$ cat src/rtl/uart_pkg.sv
// rtl/uart_pkg.sv - shared UART line-format constants and receiver state type
package uart_pkg;

    typedef enum logic [1:0] {
        IDLE,
        START,
        DATA,
        STOP
    } rx_state_t;

    localparam int   DATA_BITS  = 8;
    localparam logic START_BIT  = 1'b0;
    localparam logic STOP_BIT   = 1'b1;
    localparam logic IDLE_LEVEL = 1'b1;

endpackage

$ cat src/rtl/uart_sync.sv
// rtl/uart_sync.sv - multi-flop synchroniser for a single asynchronous input
module uart_sync #(
    parameter int   STAGES    = 2,
    parameter logic RESET_VAL = 1'b1
) (
    input  logic clk_i,
    input  logic reset_i,
    input  logic d,
    output logic q
);

    logic [STAGES-1:0] ff;

    always_ff @(posedge clk_i or negedge reset_i) begin
        if (!reset_i) begin
            ff <= {STAGES{RESET_VAL}};
        end else begin
            ff <= {ff[STAGES-2:0], d};
        end
    end

    assign q = ff[STAGES-1];

endmodule

$ cat src/rtl/uart_rx.sv
// rtl/uart_rx.sv - 8N1 UART receiver with mid-bit sampling and valid/ack byte handoff
module uart_rx
    import uart_pkg::*;
#(
    parameter int CLKS_PER_BIT = 16,
    parameter int SYNC_STAGES  = 2
) (
    input  logic       clk_i,
    input  logic       reset_i,
    input  logic       Rx,
    output logic [7:0] data_out,
    output logic       byte_valid_o,
    input  logic       byte_ack_i,
    output logic       frame_err_o,
    output logic       overrun_o,
    output logic       busy_o
);

    localparam int CNT_W = (CLKS_PER_BIT > 1) ? $clog2(CLKS_PER_BIT) : 1;
    localparam int IDX_W = $clog2(DATA_BITS);
    localparam logic [CNT_W-1:0] HALF_LAST = CNT_W'(CLKS_PER_BIT / 2 - 1);
    localparam logic [CNT_W-1:0] BIT_LAST  = CNT_W'(CLKS_PER_BIT - 1);
    localparam logic [IDX_W-1:0] IDX_LAST  = IDX_W'(DATA_BITS - 1);

    rx_state_t            state;
    rx_state_t            state_nxt;
    logic [CNT_W-1:0]     cnt;
    logic [IDX_W-1:0]     bit_idx;
    logic [DATA_BITS-1:0] shift;
    logic                 rx_s;
    logic                 rx_prev;
    logic                 sample;
    logic                 commit;
    logic                 frame_bad;

    uart_sync #(
        .STAGES   (SYNC_STAGES),
        .RESET_VAL(IDLE_LEVEL)
    ) u_sync (
        .clk_i  (clk_i),
        .reset_i(reset_i),
        .d      (Rx),
        .q      (rx_s)
    );

    always_ff @(posedge clk_i or negedge reset_i) begin
        if (!reset_i) begin
            state   <= IDLE;
            rx_prev <= IDLE_LEVEL;
        end else begin
            state   <= state_nxt;
            rx_prev <= rx_s;
        end
    end

    // Only a falling edge leaves IDLE, so a line stuck low (break) cannot retrigger.
    always_comb begin
        state_nxt = state;
        sample    = 1'b0;
        case (state)
            IDLE: begin
                if (rx_prev == IDLE_LEVEL && rx_s == START_BIT) state_nxt = START;
            end
            START: begin
                if (cnt == HALF_LAST) begin
                    sample    = 1'b1;
                    state_nxt = (rx_s == START_BIT) ? DATA : IDLE;
                end
            end
            DATA: begin
                if (cnt == BIT_LAST) begin
                    sample = 1'b1;
                    if (bit_idx == IDX_LAST) state_nxt = STOP;
                end
            end
            STOP: begin
                if (cnt == BIT_LAST) begin
                    sample    = 1'b1;
                    state_nxt = IDLE;
                end
            end
            default: state_nxt = IDLE;
        endcase
    end

    assign commit    = (state == STOP) && sample && (rx_s == STOP_BIT);
    assign frame_bad = (state == STOP) && sample && (rx_s != STOP_BIT);
    assign busy_o    = (state != IDLE);

    always_ff @(posedge clk_i or negedge reset_i) begin
        if (!reset_i) begin
            cnt     <= '0;
            bit_idx <= '0;
            shift   <= '0;
        end else begin
            if (state == IDLE || sample) cnt <= '0;
            else                         cnt <= cnt + 1'b1;

            if (state != DATA)           bit_idx <= '0;
            else if (sample)             bit_idx <= bit_idx + 1'b1;

            if (state == DATA && sample) shift[bit_idx] <= rx_s;
        end
    end

    // A commit outranks an ack arriving in the same cycle: the new byte stays valid.
    always_ff @(posedge clk_i or negedge reset_i) begin
        if (!reset_i) begin
            data_out     <= 8'h00;
            byte_valid_o <= 1'b0;
            frame_err_o  <= 1'b0;
            overrun_o    <= 1'b0;
        end else begin
            frame_err_o <= frame_bad;
            overrun_o   <= 1'b0;
            if (commit) begin
                data_out     <= shift;
                byte_valid_o <= 1'b1;
                overrun_o    <= byte_valid_o && !byte_ack_i;
            end else if (byte_ack_i) begin
                byte_valid_o <= 1'b0;
            end
        end
    end

endmodule

$ cat config.mk
export PLATFORM = sky130hd
export DESIGN_NAME = uart_rx
export DESIGN_NICKNAME = d
export VERILOG_FILES = /design/src/rtl/uart_pkg.sv /design/src/rtl/uart_sync.sv /design/src/rtl/uart_rx.sv
export SDC_FILE = /design/constraint.sdc
export NUM_CORES = 1
export LEC_CHECK = 0
export BUFFER_PORTS_ARGS = -buffer_cell sky130_fd_sc_hd__buf_2
export CAP_MARGIN = 20
export CORE_ASPECT_RATIO = 1.5
export CORE_MARGIN = 2
export CORE_UTILIZATION = 39
export DETAILED_ROUTE_END_ITERATION = 10
export GPL_ROUTABILITY_DRIVEN = 0
export GPL_TIMING_DRIVEN = 0
export MAX_ROUTING_LAYER = met4
export SYNTH_ARGS = -nofsm -noshare
export SYNTH_HDL_FRONTEND = slang
export SYNTH_SLANG_ARGS = --single-unit
$ cat constraint.sdc
create_clock -name clk_i -period 4.5 [get_ports clk_i]
set_clock_uncertainty 0.1 [all_clocks]
set_input_delay 0.45 -clock clk_i [delete_from_list [all_inputs] [get_ports clk_i]]
set_output_delay 0.45 -clock clk_i [all_outputs]
set_load 0.05 [all_outputs]
---- Word-level counts from Yosys, hierarchy flattened ----
Index checks and enable logic that the tools add are counted.
operators by class
  add/subtract/negate cells ............... 2
  $lt $le $gt $ge ......................... 2
  equal/unequal tests ..................... 12
  mux-type cells .......................... 19
  bitwise gates (word level) .............. 1
  reductions and logical operators ........ 15
operators by type and width
  operator                                                           number
  two-way mux 2 bit                                                  6
  inequality test 2 bit, second input constant                       6
  bitwise mux 8 bit                                                  1
  case mux 2 bit (4 select lines)                                    1
  logical AND 1 bit                                                  7
  two-way mux 1 bit                                                  6
  two-way mux 3 bit                                                  2
  nonzero test 2 bit                                                 3
  AND reduction 5 bit                                                1
  adder 4 x 1 -> 4 bit, second input constant                        1
  == test 2 bit, second input constant                               2
  == test 4 x 3 -> 1 bit, second input constant                      1
  == test 4 bit, second input constant                               1
  < comparator 3 x 4 -> 1 bit, second input constant                 1
  two-way mux 4 bit                                                  1
  adder 3 x 1 -> 3 bit, second input constant                        1
  demux 1 bit (select 3 bit)                                         1
  == test 3 bit, second input constant                               1
  greater-or-equal comparator 3 x 1 -> 1 bit, second input constant  1
  == test 2 x 1 -> 1 bit, second input constant                      1
  logical NOT 2 bit                                                  1
  case mux 1 bit (2 select lines)                                    1
  OR reduction 2 bit                                                 1
  logical NOT 1 bit                                                  1
  2 further kinds                                                    2
word-level totals
  register bits after elaboration ......... 31
  input bits .............................. 4
  output and inout bits ................... 12

---- Depth between registers and ports, before layout ----
  word-level depth ........................ 6
  mapped depth ............................ 6
  mapped depth without buffers ............ 4

---- Modules after synthesis ----
Synthesis repeated with hierarchy kept, for this count alone.
unflattened totals
  cell total of the unflattened synthesis .. 103
  area, all modules ....................... 1377.6 um^2
modules (own cells, without submodules)
  module     times used  cells each  area an instance (um^2)  sequential area each (um^2)
  uart_rx    1           101         1325.0                   726.9
  uart_sync  1           2           52.6                     52.6

---- Worst setup path after synthesis ----
OpenSTA, ideal clock, no wires.
  path type ............................... flip-flop to flip-flop
  from .................................... register cnt[0]
  to ...................................... register data_out[0]
  setup time .............................. 125 ps
  data arrival time ....................... 1532 ps
  data required time ...................... 4275 ps
  setup slack ............................. 2742 ps
  stages on the path, launching flop included .. 7
  path buffers ............................ 2
  clock period less this slack ............ 1758 ps
  path through ............................ dfrtp_1 ha_1 and4_4 buf_6 and3_4 buf_12 mux2_4
between the ends
  cells in the longest elaborated chain, start to end .. 5
  elaborated cells on any way between the ends .. 7
ends and longest elaborated chain
  element                                                         RTL line                                     text
  start, declared                                                 uart_rx.sv:27                                logic [CNT_W-1:0] cnt;
  start signal, assigned                                          uart_rx.sv:97                                else cnt <= cnt + 1'b1;
  == test 4 bit / == test 4 x 3 -> 1 bit (equally long branches)  uart_rx.sv:71, uart_rx.sv:77, uart_rx.sv:65
  two-way mux 1 bit (on tied branches)                            uart_rx.sv:71, uart_rx.sv:77, uart_rx.sv:65
  case mux 1 bit (2 select lines) (*)                             uart_rx.sv:60                                case (state)
  logical AND 1 bit (*) (2 in series)                             uart_rx.sv:86                                assign commit = (state == STOP) && sample && (rx_s == STOP_BIT);
  end signal, assigned                                            uart_rx.sv:117                               data_out <= shift;
  end, declared                                                   uart_rx.sv:11                                output logic [7:0] data_out,
Mark *: on every way between the ends. The rest lies on a longest branch, timed or not.
A chain may end at the register's enable or synchronous reset.

---- Worst setup path in the final report ----
  from .................................... register state[0]
  to ...................................... output busy_o
between the ends
  cells in the longest elaborated chain, start to end .. 1
ends and longest elaborated chain
  element                 RTL line       text
  start, declared         uart_rx.sv:25  rx_state_t state;
  start signal, assigned  uart_rx.sv:51  state <= state_nxt;
  nonzero test 2 bit      uart_rx.sv:88  assign busy_o = (state != IDLE);
  end, declared           uart_rx.sv:16  output logic busy_o
Every way passes these cells.

==> reports/results.ini <==
[layout]
fillers=326
fin_nets=134
drive_gt1_share_pct=37.5
area_growth_pct=15.8
instances_no_fill=170
final_util_pct=47.0
diodes=0

[setup_path]
crit_required_ps=3950
rrSetupSlack_ps=2610
cp.arrival_ps=1450
timing.rr.end=shift[0]
path_max_fanout=10
startpoint=state[0]
worstSetupPathType=reg2out
critPathLaunchType=flip-flop
timing.rr.start=cnt[0]
crit_path_end_kind=primary output
worstRegToRegCells=4

[grt]
grt_max_degree=32
grt_pass1_wl_um=3990
antenna_found_initial=0
grt_pass1_vias=870
grt_use_total_pct=13.9
grt_overflow=0

[route]
vias=848
vias_per_cell=4.99
wire_per_inst_um=13.4
post-route-drc-count=0
first_pass_iters=3
drt_iter0_drc=5
detail-route-antenna-nets=0
wirelength_um=2280

[timing]
finalHoldViolCount=0
worst_pin_slew_ps=689
setup_tns_ps=0
period_needed_ps=2000
setup_viol_count_final=0
slew-limit-headroom_pct=54.1
worst_slack_ps=2500
rsz0062_at_grt=no
min_period_over_period_pct=44.5
drv_slew=0
fmax_ghz=0.499

[synthesis]
synth_top_family_by_area=multiplexers
ys_top_cells_by_count=28 x dfrtp_1, 9 x nor2_1, 8 x mux2_4
syn-cell-area_um2=1390
synth_ff_type=dfrtp_1
synth.top_cells.by_area=dfrtp_1 50%, mux2_4 8.7%, dfstp_2 5.7%
avgSynthCellArea_um2=13.2
ys_seq_elements=31
synth_top_area_share_pct=50.5
yosys_warnings=0
synth_fa_ha_area_share_pct=2.71
synth_top_area_cell=dfrtp_1
synth-simple-area-share_pct=13.5
synth_fp_nets=112
async_flop_share_pct=100
synth_compound_area_share_pct=4.06
synth-edff-count=0
ys_seq_area_share_pct=56.2
synth-xor-area-share_pct=2.52
muxShareOfSynthArea_pct=15.8
synth_cell_types=34
synth_most_common_cell=dfrtp_1
syn-instance-count=105

[floorplan]
start_util_pct=40.6
die_h_um=77.1
rows=26
die_w_um=52.7
ios=16
fp.dieArea_um2=4060
core_um2=3420

[clock_network]
cts_buffer_depth=2
clk_latency_ps=280
cts_sinks=31
cts_buffers=5
cts_resized=0
cts_tree=yes
clockRootBuffer=clkbuf_8
cts_hold_buf=0
clk_pin_slew_worst_paths_ps=60
post-cts-setup-buffers=0
h-tree-depth=2

[placed_design]
io_buffers=15
dp.cells=162
dp_slack_ps=2610
hpwl_um=1580

[pwr]
p_total_uw=712
total_leakage_power_nw=0.795
peakVddDrop_mv=0.223
power_density_nw_per_um2=443

[worst_hold_path]
hp-class=in2async

[run_status]
status=complete, no violations

[flow_run]
max_cap_violations=0

## worst max-delay path, cell delays in order (launching register included)
cell,delay (ps)
dfrtp_1,390
clkbuf_1,210
or2_2,360
buf_2,220
## layout make-up
cell class,instances,area (um^2),share of cell area [%]
clock buffer,7,86.3,5.37
buffer,7,57.6,3.58
sequential,31,779,48.5
inverter,4,15.0,0.935
timing repair buffer,15,75.1,4.67
clock inverter,1,5.00,0.312
multi-input combinational,63,536,33.3
tap,42,52.6,3.27
## kinds of logic after synthesis
logic type / Yosys count
AOI/OAI and AO/OA: 8
xor gates and xnor gates: 4
adders and majority gates: 3
buffers and inverters: 11
DFF: 31
muxes: 17
and+or+nand+nor: 31
## metrics by stage
step | hold slack [ps] | cell area [um^2]
after floorplan | 54.4 | 1390
after global routing | 157 | 1610
after detailed placement | 248 | 1520
after CTS | 125 | 1610
final | 111 | 1610
after global placement | 246 | 1520
## routing by layer
| layer | vias to the layer above | track usage, % | wire, um |
|---|---|---|---|
| li1 | 410 | - | - |
| met1 | 415 | 15.4 | 1010 |
| met2 | 16 | 21.8 | 1120 |
| met3 | 7 | 3.50 | 81 |
| met4 | 0 | 8.46 | 70 |
| met5 | - | - | 0 |
## registers in the layout (all words and copies together), names as in the netlist, named ones only
name / cells
frame_err_o: 1
overrun_o: 1
data_out: 8
state: 1
u_sync.ff: 2
rx_prev: 1
shift: 8
cnt: 4
bit_idx: 3
byte_valid_o: 1
## power by group
part | internal [mW] | total [mW] | switching, mW
clock network | 0.123 | 0.223 | 0.0998
logic | 0.0624 | 0.151 | 0.0882
registers | 0.310 | 0.338 | 0.0282
## worst max-delay path by stage
stage,endpoint,slack (ps),cells past startpoint
6_report,busy_o,2500,3
4_1_cts,busy_o,2490,3
3_3_place_gp,data_out[2],2650,6
5_1_grt,busy_o,2420,3
2_1_floorplan,data_out[0],2740,6
3_5_place_dp,shift[0],2610,4
## cell usage in the layout, fill, tap and decap left out, types with 2 or more instances in the layout
cell type	synthesis	final
dfrtp_1	28	28
buf_2	0	15
nor2_1	9	9
mux2_4	8	8
mux2_2	7	7
clkbuf_8	0	6
clkbuf_1	4	5
xor2_1	4	4
inv_1	4	4
nand3_1	3	3
nand4_1	3	3
ha_1	3	3
dfstp_2	3	3
buf_6	2	2
nand2_1	2	2
o21ai_0	2	2
nor3_1	2	2
mux2i_1	2	2
a41oi_1	2	2
(Power assumes the default switching activity.)
